<file path="src/rtl/config_streamer.sv">
// Byte-stream configuration loader: parses a framed host stream into
// address/data write strobes broadcast to all tiles, with XOR checksum check.
module config_streamer #(
  parameter int GAP_CYCLES = 2
) (
  input  logic        clk,
  input  logic        reset,
  input  logic [7:0]  in_byte,
  input  logic        in_valid,
  output logic        in_ready,
  output logic [31:0] config_addr,
  output logic [31:0] config_data,
  output logic        config_en,
  output logic        busy,
  output logic        done,
  output logic        err
);

  typedef enum logic [2:0] {
    IDLE,
    CNT_LO,
    ADDR,
    DATA,
    WRITE,
    GAP,
    CSUM,
    FIN
  } state_t;

  localparam logic [3:0] GAP_LAST = 4'(GAP_CYCLES - 1);

  state_t      state_q, state_d;
  logic [15:0] count_q, count_d;
  logic [31:0] addr_sh_q, addr_sh_d;
  logic [31:0] data_sh_q, data_sh_d;
  logic [1:0]  byte_idx_q, byte_idx_d;
  logic [7:0]  xor_q, xor_d;
  logic [3:0]  gap_cnt_q, gap_cnt_d;
  logic [31:0] cfg_addr_q, cfg_addr_d;
  logic [31:0] cfg_data_q, cfg_data_d;
  logic        err_q, err_d;

  logic        accepting;
  logic        take;

  always_ff @(posedge clk or negedge reset) begin
    if (!reset) begin
      state_q    <= IDLE;
      count_q    <= '0;
      addr_sh_q  <= '0;
      data_sh_q  <= '0;
      byte_idx_q <= '0;
      xor_q      <= '0;
      gap_cnt_q  <= '0;
      cfg_addr_q <= '0;
      cfg_data_q <= '0;
      err_q      <= 1'b0;
    end else begin
      state_q    <= state_d;
      count_q    <= count_d;
      addr_sh_q  <= addr_sh_d;
      data_sh_q  <= data_sh_d;
      byte_idx_q <= byte_idx_d;
      xor_q      <= xor_d;
      gap_cnt_q  <= gap_cnt_d;
      cfg_addr_q <= cfg_addr_d;
      cfg_data_q <= cfg_data_d;
      err_q      <= err_d;
    end
  end

  // Gating ready with the reset pin keeps it low during reset yet high in
  // the very first cycle after release, since IDLE is already the state.
  always_comb begin
    accepting = (state_q == IDLE) || (state_q == CNT_LO) || (state_q == ADDR) ||
                (state_q == DATA) || (state_q == CSUM);
    in_ready  = accepting && reset;
    take      = in_ready && in_valid;
  end

  always_comb begin
    state_d    = state_q;
    count_d    = count_q;
    addr_sh_d  = addr_sh_q;
    data_sh_d  = data_sh_q;
    byte_idx_d = byte_idx_q;
    xor_d      = xor_q;
    gap_cnt_d  = gap_cnt_q;
    cfg_addr_d = cfg_addr_q;
    cfg_data_d = cfg_data_q;
    err_d      = err_q;

    unique case (state_q)
      IDLE: begin
        if (take) begin
          count_d    = {in_byte, 8'h00};
          xor_d      = 8'h00;
          byte_idx_d = 2'd0;
          err_d      = 1'b0;
          state_d    = CNT_LO;
        end
      end
      CNT_LO: begin
        if (take) begin
          count_d = {count_q[15:8], in_byte};
          state_d = ({count_q[15:8], in_byte} != 16'h0000) ? ADDR : CSUM;
        end
      end
      ADDR: begin
        if (take) begin
          addr_sh_d  = {addr_sh_q[23:0], in_byte};
          xor_d      = xor_q ^ in_byte;
          byte_idx_d = byte_idx_q + 2'd1;
          if (byte_idx_q == 2'd3) begin
            state_d = DATA;
          end
        end
      end
      DATA: begin
        if (take) begin
          data_sh_d  = {data_sh_q[23:0], in_byte};
          xor_d      = xor_q ^ in_byte;
          byte_idx_d = byte_idx_q + 2'd1;
          // Output registers only move here, so they stay stable while
          // the following frame is being assembled.
          if (byte_idx_q == 2'd3) begin
            cfg_addr_d = addr_sh_q;
            cfg_data_d = {data_sh_q[23:0], in_byte};
            state_d    = WRITE;
          end
        end
      end
      WRITE: begin
        count_d   = count_q - 16'd1;
        gap_cnt_d = 4'd0;
        state_d   = GAP;
      end
      GAP: begin
        if (gap_cnt_q == GAP_LAST) begin
          state_d = (count_q != 16'h0000) ? ADDR : CSUM;
        end else begin
          gap_cnt_d = gap_cnt_q + 4'd1;
        end
      end
      CSUM: begin
        if (take) begin
          if (in_byte != xor_q) begin
            err_d = 1'b1;
          end
          state_d = FIN;
        end
      end
      FIN: begin
        state_d = IDLE;
      end
      default: begin
        state_d = IDLE;
      end
    endcase
  end

  always_comb begin
    config_addr = cfg_addr_q;
    config_data = cfg_data_q;
    config_en   = (state_q == WRITE);
    busy        = (state_q != IDLE);
    done        = (state_q == FIN);
    err         = err_q;
  end

endmodule
</file>
<file path="config.mk">
export PLATFORM = sky130hd
export DESIGN_NAME = config_streamer
export DESIGN_NICKNAME = d
export VERILOG_FILES = /design/src/rtl/config_streamer.sv
export SDC_FILE = /design/constraint.sdc
export NUM_CORES = 1
export LEC_CHECK = 0
export ABC_AREA = 1
export BUFFER_PORTS_ARGS = -buffer_cell sky130_fd_sc_hd__buf_2
export CORE_UTILIZATION = 63
export CTS_CLUSTER_DIAMETER = 200
export DETAILED_ROUTE_END_ITERATION = 10
export PLACE_DENSITY = 0.85
export SYNTH_ARGS = -nofsm -noshare
export SYNTH_HDL_FRONTEND = slang
export SYNTH_SLANG_ARGS = --single-unit
</file>
<file path="constraint.sdc">
create_clock -name clk -period 4.89 [get_ports clk]
set_input_delay 0.7335 -clock clk [delete_from_list [all_inputs] [get_ports clk]]
set_output_delay 0.7335 -clock clk [all_outputs]
set_load 0.02 [all_outputs]
</file>
==> metrics.yaml <==
run_status:
  status: "completed"
setup_path:
  worstPathRequired_ns: 5.30
  reg2reg_from: "state_q[1]"
  end_kind: "register"
  path_max_fanout: 96
  crit_chain: "inv_1, ha_1, nand2_8, nand2_4, inv_4, nand2_4, nand4_4, buf_4, clkinv_1, nand2_1, nand2_1"
  start_kind: "register"
  timing.critical_path.arrival_ns: 3.51
  criticalPathCategory: "reg -> reg"
  cpPeakStageDelay_ns: 0.75
  reg2regPathDepth: 11
  r2r_end: "data_sh_q[21]"
  slowest_stage: "buf_4"
  r2r_slack_ns: 1.78
sta:
  worst_slew_pin_slew_ns: 1.14
  period_needed_ns: 3.11
  setup_violations: 0
  fin_tns_setup_ns: 0
  fin_worst_skew_ns: 0.00969
  fmax_mhz: 322
  rsz0062_at_grt: "no"
  drv_slew: 0
  final-hold-violation-count: 0
  slew_headroom: 0.239
  period_share: 0.635
place:
  gp_congestion: 0.946
  numPlacedInstances: 1001
  hpwl_mm: 9.71
  placed_area_um2: 7350
  io_buffers: 79
die:
  fp.dieH_um: 107
  ios: 80
  start_util: 0.646
  die_area_um2: 11500
  fp-row-count: 38
  die_x_um: 107
  core_um2: 10800
yosys:
  yosysUniqueCellTypes: 38
  async_flop_share: 1.00
  netlist_instances: 815
  synth_edf_count: 0
  synthTopCellsByArea: "dfrtp_1, nand2_1, o21ai_0"
  ys.flop_type: "dfrtp_1"
  synth_area_um2: 7010
  ys_seq_area_frac: 0.550
  yosys.area.top_type: "dfrtp_1"
  synth.net_count: 835
  syn_area_per_cell_um2: 8.60
  yosysWarnings: 0
  ys_ff_latch: 154
  yosys.area.top_type_share: 0.550
power:
  ir_drop_uv: 404
  p_leak_nw: 4.41
  power_density_nw_per_um2: 610
cells_and_area:
  diodes: 0
  postLayoutCellArea_um2: 7890
  drive_gt1_frac: 0.156
  finalNetCount: 900
  final_cells: 1032
  area_delta_synth_final_pct: 12.6
clocking:
  post_cts_buffers: 0
  post_cts_resized: 0
  root_buffer: "clkbuf_8"
  hold_buffers: 0
  clock_latency_ns: 0.52
  clock_path_buffers: 2
  cts.clk_slew.worst_paths_ns: 0.07
  cts_tree: "built"
  clock_sinks: 154
  cts_max_level: 4
  numCtsBuffers: 17
detailed_routing:
  initialDrtViolationCount: 577
  final_antenna_net_count: 0
  vias: 5755
  wirelength_mm: 15.5
  drc: 0
  wl_per_cell_um: 15.0
  avgViaCountPerCell: 5.58
  drt_first_pass_iters: 6
global_routing:
  grt_use_total: 0.289
  first_global_vias: 5407
  antenna_found_initial: 0
  grt_max_degree: 97
  grt_pass1_wl_mm: 25.8
  grt_overflow: 0
flow_run:
  drv_cap: 0
hold_path:
  hp-class: "in -> async"
## layout make-up
cell class / count / area [um2]
repair buffers: 82 / 424
well taps: 140 / 175
inverters: 65 / 251
clock inverters: 14 / 129
clock buffers: 17 / 414
multi-input cells: 560 / 2640
flip-flops and latches: 154 / 3850
fillers: 761 / 2950
## worst max path at each step
| stage | to | cells past startpoint | startpoint |
|---|---|---|---|
| global route | data_sh_q[7] | 10 | state_q[1] |
| finish | data_sh_q[21] | 11 | state_q[1] |
| CTS | data_sh_q[2] | 10 | state_q[1] |
| global placement | data_sh_q[2] | 5 | reset |
| detailed placement | data_sh_q[2] | 10 | state_q[1] |
| floorplan | config_en | 5 | state_q[0] |
## metrics by stage
stage	setup WS (ns)	total power [mW]	util	hold WS (ns)
2_1_floorplan	2.86	3.15	-	0.438
3_3_place_gp	1.90	3.52	0.678	0.454
3_5_place_dp	1.77	3.59	0.678	0.461
4_1_cts	1.78	4.81	0.728	0.121
5_1_grt	1.50	5.14	0.728	0.125
6_report	1.78	4.81	0.728	0.115
## cells by family (layout without fill, tap and decap cells)
| family | after synthesis | in the layout | synth area share |
|---|---|---|---|
| AOI/OAI and AO/OA | 152 | 152 | 0.121 |
| xor gates and xnor gates | 9 | 9 | 0.0113 |
| adders and majority gates | 9 | 9 | 0.0161 |
| buffers and inverters | 101 | 178 | 0.0725 |
| DFF | 154 | 154 | 0.550 |
| and+or+nand+nor | 390 | 390 | 0.229 |
## power by group
part | internal, mW | leakage (nW) | switching [mW]
combinational | 0.506 | 2.10 | 1.10
clock | 0.643 | 0.259 | 0.562
sequential | 1.70 | 2.04 | 0.303
total | 2.85 | 4.41 | 1.96
## metal layers
layer,part of all wire,global-route usage,vias to the layer above
met2,0.48,0.467,232
met5,0,0,-
met3,0.064,0.0611,36
met4,0.024,0.112,0
li1,-,-,2747
met1,0.43,0.385,2740
## placed cells by master, fill, tap and decap left out, types with 3 or more instances in the layout
cell and count:
nand2_1 311, ha_1 9, buf_4 3, o21ai_2 10, clkinvlp_4 3, nand3_1 27
clkbuf_16 16, inv_1 60, nor3_1 4, clkinv_4 3, nor2_1 36, o31ai_1 3
o21ai_0 79, a21oi_1 10, nand2_4 3, dfrtp_1 154, inv_6 5, buf_2 78
inv_8 4, o22ai_1 6, xor2_1 7, o21ai_1 37
## registers in the layout (all words and copies together), names as in the netlist
register     cells
xor_q            8
err              1
count_q         16
config_data     32
state_q          3
config_addr     32
data_sh_q       24
addr_sh_q       32
byte_idx_q       2
gap_cnt_q        4
## worst max-delay path: cells and delay by family, from the launching register on
family	cells	cell delay, ns
and+or+nand+nor	6	0.63
DFF	1	0.38
adders and majority gates	1	0.28
buffers and inverters	4	1.64
## cell usage after synthesis, types with 6 or more instances
| library cell | number |
|---|---|
| clkbuf_1 | 9 |
| o21ai_0 | 79 |
| dfrtp_1 | 154 |
| buf_6 | 13 |
| nand2_1 | 311 |
| o21ai_2 | 10 |
| buf_2 | 7 |
| xor2_1 | 7 |
| a21oi_1 | 10 |
| o21ai_1 | 37 |
| nor2_1 | 36 |
| inv_1 | 61 |
| o22ai_1 | 6 |
| nand3_1 | 27 |
| ha_1 | 9 |
Power figures use the tool's default switching activity.
